### src/rtl/noc_arb_pkg.sv
// Shared types and constants for the NoC per-output wormhole arbiter.
package noc_arb_pkg;

  localparam int unsigned PORT_N = 0;
  localparam int unsigned PORT_E = 1;
  localparam int unsigned PORT_W = 2;
  localparam int unsigned PORT_S = 3;
  localparam int unsigned PORT_L = 4;

  localparam int unsigned FLIT_W = 3;
  localparam int unsigned SEL_W  = 3;

  localparam logic [FLIT_W-1:0] FLIT_HEADER = 3'b001;
  localparam logic [FLIT_W-1:0] FLIT_BODY   = 3'b010;
  localparam logic [FLIT_W-1:0] FLIT_TAIL   = 3'b100;

  typedef enum logic {IDLE, LOCKED} arb_state_t;

endpackage

### src/rtl/rr_priority_picker.sv
// Combinational round-robin picker: first eligible index after rr_ptr, wrapping,
// returned one-hot.
module rr_priority_picker #(
  parameter int unsigned NUM_IN = 5,
  parameter int unsigned PTR_W  = $clog2(NUM_IN)
) (
  input  logic [NUM_IN-1:0] eligible,
  input  logic [PTR_W-1:0]  rr_ptr,
  output logic [NUM_IN-1:0] pick_c,
  output logic              any_valid_c
);

  logic [PTR_W-1:0] idx;
  logic             found;

  // Walk candidates rr_ptr+1 .. rr_ptr+NUM_IN; the first hit wins.
  always_comb begin
    pick_c = '0;
    found  = 1'b0;
    idx    = '0;
    for (int unsigned k = 1; k <= NUM_IN; k++) begin
      idx = PTR_W'((32'(rr_ptr) + k) % NUM_IN);
      if (!found && eligible[idx]) begin
        pick_c[idx] = 1'b1;
        found       = 1'b1;
      end
    end
  end

  assign any_valid_c = |eligible;

endmodule

### src/rtl/lbdr_output_arbiter.sv
// Per-output wormhole switch allocator: header wins the output, tail releases it.
// Optional lock-timeout stall flag built only when ARB_TIMEOUT_EN is defined.
module lbdr_output_arbiter
  import noc_arb_pkg::*;
#(
  parameter int unsigned NUM_IN  = 5,
  parameter int unsigned TIMEOUT = 64
) (
  input  logic                           clk,
  input  logic                           rst,
  input  logic [NUM_IN-1:0]              req,
  input  logic [NUM_IN-1:0]              empty,
  input  logic [NUM_IN-1:0][FLIT_W-1:0]  flit_id,
  input  logic                           credit_ok,
  output logic [NUM_IN-1:0]              grant,
  output logic [SEL_W-1:0]               xbar_sel,
  output logic [NUM_IN-1:0]              xfer,
  output logic                           valid_out,
  output logic                           stall_err
);

  localparam int unsigned PTR_W = $clog2(NUM_IN);

  if (TIMEOUT == 0) begin : g_bad_timeout
    $error("lbdr_output_arbiter: TIMEOUT must be nonzero");
  end

  arb_state_t        state_q, state_d;
  logic [NUM_IN-1:0] grant_q, grant_d;
  logic [SEL_W-1:0]  sel_q, sel_d;
  logic [PTR_W-1:0]  rr_ptr_q, rr_ptr_d;

  logic [NUM_IN-1:0] eligible_c;
  logic [NUM_IN-1:0] pick_c;
  logic              any_valid_c;
  logic [SEL_W-1:0]  pick_idx_c;
  logic              tail_xfer_c;

  // Only a request sitting on a header flit may open a new packet.
  always_comb begin
    eligible_c = '0;
    for (int unsigned i = 0; i < NUM_IN; i++) begin
      eligible_c[i] = req[i] & ~empty[i] & (flit_id[i] == FLIT_HEADER);
    end
  end

  rr_priority_picker #(
    .NUM_IN (NUM_IN),
    .PTR_W  (PTR_W)
  ) u_picker (
    .eligible    (eligible_c),
    .rr_ptr      (rr_ptr_q),
    .pick_c      (pick_c),
    .any_valid_c (any_valid_c)
  );

  always_comb begin
    pick_idx_c = '0;
    for (int unsigned i = 0; i < NUM_IN; i++) begin
      if (pick_c[i]) pick_idx_c = SEL_W'(i);
    end
  end

  assign xfer        = grant_q & ~empty & {NUM_IN{credit_ok}};
  assign valid_out   = |xfer;
  assign tail_xfer_c = (state_q == LOCKED) & xfer[sel_q] & (flit_id[sel_q] == FLIT_TAIL);

  // State register; rr_ptr resets to the last input so input 0 is served first.
  always_ff @(posedge clk or negedge rst) begin
    if (!rst) begin
      state_q  <= IDLE;
      grant_q  <= '0;
      sel_q    <= '0;
      rr_ptr_q <= PTR_W'(NUM_IN - 1);
    end else begin
      state_q  <= state_d;
      grant_q  <= grant_d;
      sel_q    <= sel_d;
      rr_ptr_q <= rr_ptr_d;
    end
  end

  always_comb begin
    state_d = state_q;
    case (state_q)
      IDLE:   if (any_valid_c) state_d = LOCKED;
      LOCKED: if (tail_xfer_c) state_d = IDLE;
    endcase
  end

  always_comb begin
    grant_d  = grant_q;
    sel_d    = sel_q;
    rr_ptr_d = rr_ptr_q;
    case (state_q)
      IDLE: begin
        if (any_valid_c) begin
          grant_d = pick_c;
          sel_d   = pick_idx_c;
        end else begin
          grant_d = '0;
          sel_d   = '0;
        end
      end
      LOCKED: begin
        if (tail_xfer_c) begin
          grant_d  = '0;
          sel_d    = '0;
          rr_ptr_d = PTR_W'(sel_q);
        end
      end
    endcase
  end

  assign grant    = grant_q;
  assign xbar_sel = sel_q;

`ifdef ARB_TIMEOUT_EN
  localparam int unsigned CNT_W = $clog2(TIMEOUT + 1);

  logic [CNT_W-1:0] cnt_q, cnt_d;
  logic             stall_q, stall_d;

  // Counts consecutive locked cycles without a transfer; saturates at TIMEOUT.
  always_comb begin
    cnt_d = '0;
    if (state_q == LOCKED && !valid_out) begin
      cnt_d = (cnt_q == CNT_W'(TIMEOUT)) ? cnt_q : cnt_q + CNT_W'(1);
    end
    stall_d = stall_q | (cnt_d == CNT_W'(TIMEOUT));
  end

  always_ff @(posedge clk or negedge rst) begin
    if (!rst) begin
      cnt_q   <= '0;
      stall_q <= 1'b0;
    end else begin
      cnt_q   <= cnt_d;
      stall_q <= stall_d;
    end
  end

  assign stall_err = stall_q;
`else
  assign stall_err = 1'b0;
`endif

endmodule

### config.mk
export PLATFORM = sky130hd
export DESIGN_NAME = lbdr_output_arbiter
export DESIGN_NICKNAME = d
export VERILOG_FILES = /design/src/rtl/noc_arb_pkg.sv /design/src/rtl/rr_priority_picker.sv /design/src/rtl/lbdr_output_arbiter.sv
export SDC_FILE = /design/constraint.sdc
export NUM_CORES = 1
export LEC_CHECK = 0
export CAP_MARGIN = 20
export CORE_MARGIN = 3
export CORE_UTILIZATION = 50
export DETAILED_ROUTE_END_ITERATION = 8
export PLACE_DENSITY = 0.77
export SLEW_MARGIN = 10
export SYNTH_ARGS = -nofsm -noshare
export SYNTH_HDL_FRONTEND = slang
export SYNTH_SLANG_ARGS = --single-unit
### constraint.sdc
create_clock -name clk -period 6.3 [get_ports clk]
set_clock_uncertainty 0.05 [all_clocks]
set_input_delay 1.26 -clock clk [delete_from_list [all_inputs] [get_ports clk]]
set_output_delay 1.26 -clock clk [all_outputs]
set_load 0.01 [all_outputs]
==> flow_metrics.py <==
metrics = {
    "synthesis": {
        "seq_area_frac_synth": 0.09693,
        "synth_flop_cell": "dfrtp_1",
        "avgSynthCellArea_um2": 7.391,
        "synth-edff-count": 0,
        "synth-seq-cells": 11,
        "ys_types": 79,
        "synth_nets": 442,
        "synth_warnings": 0,
        "synth_cells": 386,
        "synthesis.area_um2": 2853,
        "synthArstFlopShare": 1.000,
    },
    "die": {
        "dieArea_um2": 6648,
        "die_h_um": 81.54,
        "core_um2": 5303,
        "ios": 43,
        "start_util": 0.5380,
        "die_width_um": 81.54,
        "num_rows": 26,
    },
    "pwr": {
        "power.internal_w": 0.0001468,
        "pwr-share-clk": 0.343,
        "p_total_w": 0.0002027,
        "p_comb_frac": 0.274,
        "power_frac_seq": 0.383,
        "powerDensity_nw_per_um2": 61.20,
        "ir_drop_v": 0.0001095,
        "p_switching_w": 0.00005585,
        "leakage_nw": 1.246,
        "sw_frac_of_total": 0.2756,
    },
    "finish": {
        "drive_gt1_frac": 0.1162,
        "layout_common_cells": "nand2_1 (43), clkdlybuf4s50_1 (41), nor2_1 (32), ha_1 (27), o21ai_0 (23)",
        "antenna_cells": 0,
        "layout.cells.most_common": "nand2_1",
        "fin_nets": 470,
        "postLayoutCoreUtil": 0.6246,
        "syn_to_final_growth_pct": 16.10,
        "nFillCells": 475,
    },
    "drt": {
        "drc": 0,
        "routed_wl_um": 8197,
        "via_per_inst": 6.366,
        "dr.pass1.iters": 5,
        "dr.first_iter.drc_count": 239,
        "routedWlPerCell_um": 16.97,
        "ant_nets": 0,
        "vias": 3075,
    },
    "clocking": {
        "cts_setup_buffers": 0,
        "clockBufferDepth": 2,
        "cts_tree": "yes",
        "clock-sinks": 11,
        "cts_buffers": 3,
        "path_clk_slew_ns": 0.05,
        "root_buffer": "clkbuf_8",
        "htreeDepth": 1,
        "insertion_delay_ns": 0.24,
        "cts_hold_buf": 0,
        "cts_resized": 0,
    },
    "timing": {
        "slew_headroom": 0.4591,
        "timing.final.crit_share": 0.8497,
        "finalCriticalPeriod_ns": 5.353,
        "hold_viol": 0,
        "clock.fmax_mhz": 186.8,
        "setup_viol": 0,
        "rsz0062_at_grt": "false",
        "worstMarginPinSlew_ns": 0.8073,
        "finalSetupTns_ns": 0,
        "drv_slew": 0,
    },
    "flow_run": {
        "drv_cap": 0,
    },
    "status": {
        "status": "finished, final reports clean",
    },
    "critical_path": {
        "cp_max_fo": 12,
        "cp-start-kind": "flip-flop",
        "cp-end-kind": "flip-flop",
        "critPathKind": "flip-flop to flip-flop",
        "cp.arrival_ns": 5.40,
        "crit_required_ns": 6.35,
    },
    "global_routing": {
        "grt.total_usage": 0.2499,
        "grt_pass1_wl_um": 13390,
        "grt_max_degree": 47,
        "antenna_found_initial": 0,
        "grt_pass1_vias": 2780,
        "overflow": 0,
    },
    "placement": {
        "port_buffers": 41,
        "gp_congestion": 0.9647,
        "dpl.hpwl_um": 6473,
    },
    "worst_hold_path": {
        "hp-class": "flip-flop to flip-flop",
    },
}
==> cell type report <==
cell class / count / area [um^2] / share of cell area
Sequential cell: 11 / 276.5 / 0.08349
Clock buffer: 4 / 45.04 / 0.01360
Multi-Input combinational cell: 334 / 2392 / 0.7223
Tap cell: 70 / 87.58 / 0.02645
Inverter: 20 / 77.57 / 0.02342
Timing Repair Buffer: 44 / 432.9 / 0.1307
==> worst paths after layout <==
| path | from | end | slack (ns) | cells past startpoint |
|---|---|---|---|---|
| min in group asynchronous | rst | grant[3] | 1.31 | 1 |
| worst max-delay path | rr_ptr_q[1] | xbar_sel[0] | 0.95 | 19 |
| worst max register to register | rr_ptr_q[1] | xbar_sel[0] | 0.95 | 19 |
| worst min-delay path | grant[2] | grant[2] | 0.49 | 2 |
| worst min register to register | grant[2] | grant[2] | 0.49 | 2 |
| max in group asynchronous | rst | rr_ptr_q[2] | 4.54 | 1 |
==> critical path: stages, from the launching register on <==
cell and delay (ns):
dfrtp_1 0.51, inv_1 0.22, ha_1 0.41, xnor2_2 0.40, inv_2 0.13, ha_1 0.25, or3b_2 0.44, o22ai_1 0.26
or2_1 0.20, ha_1 0.25, nand2b_1 0.10, o211ai_1 0.11, o211ai_2 0.21, or2_1 0.30, a31oi_1 0.16, and4bb_1 0.23
nand2_2 0.14, mux2_1 0.35, a221oi_2 0.38, a31oi_1 0.14
==> metal layers <==
layer,track usage,up-vias,part of all wire
li1,-,1493,-
met1,0.3675,1436,0.46
met2,0.4015,136,0.47
met3,0.02412,10,0.058
met4,0.03547,0,0.014
met5,0,-,0
==> flip-flops by register name, indices dropped and copies added, names as in the netlist <==
register / flops
state_q: 1
grant: 5
xbar_sel: 2
rr_ptr_q: 3
==> power by group through the flow <==
stage	Sequential (W)	Combinational, W	Clock [W]
floorplan	0.0000782	0.0000278	0
global placement	0.0000786	0.0000538	0
detailed placement	0.0000787	0.0000553	0
CTS	0.0000777	0.0000555	0.0000701
global route	0.0000786	0.0000607	0.0000757
finish	0.0000777	0.0000555	0.0000695
==> cell usage after synthesis (4+ instances only) <==
master | instances | share of area
or3_1 | 9 | 0.020
buf_2 | 4 | 0.0070
a211oi_1 | 4 | 0.011
a31oi_1 | 7 | 0.015
a221oi_2 | 4 | 0.021
a21oi_1 | 15 | 0.026
clkbuf_1 | 13 | 0.017
nand3_1 | 13 | 0.023
o21ai_0 | 23 | 0.040
ha_1 | 27 | 0.12
o21a_1 | 4 | 0.011
mux2_2 | 5 | 0.020
nand4_1 | 4 | 0.0088
nor4_1 | 7 | 0.015
nor2b_1 | 7 | 0.015
nand2_1 | 43 | 0.057
dfrtp_1 | 10 | 0.088
o31ai_1 | 4 | 0.011
nor2_1 | 32 | 0.042
and3_1 | 8 | 0.018
nor4b_1 | 4 | 0.012
or2_2 | 4 | 0.0088
o21ai_1 | 7 | 0.012
inv_1 | 17 | 0.022
mux2i_1 | 7 | 0.025
nor3_1 | 10 | 0.018
nand2b_1 | 13 | 0.029
==> metrics by stage <==
step	setup slack, ns	cell area [um^2]	instances	hold WS, ns
floorplan	0.8724	2853	386	0.4910
global placement	1.151	3267	479	0.4619
detailed placement	1.034	3267	479	0.4588
CTS	0.9956	3312	483	0.4840
global route	0.5407	3312	483	0.5202
finish	0.9470	3312	483	0.4886
==> cells by family after synthesis <==
logic type | Yosys count | synth area share
adder cells (fa/ha/maj) | 29 | 0.1289
AND/OR/NAND/NOR | 175 | 0.3329
multiplexers | 14 | 0.05614
other | 1 | 0.001315
flip-flops | 11 | 0.09693
AO/OA/AOI/OAI | 109 | 0.2930
buffers and inverters | 41 | 0.06447
XOR/XNOR | 6 | 0.02632
Note: power is estimated with default switching activity, not from simulation.
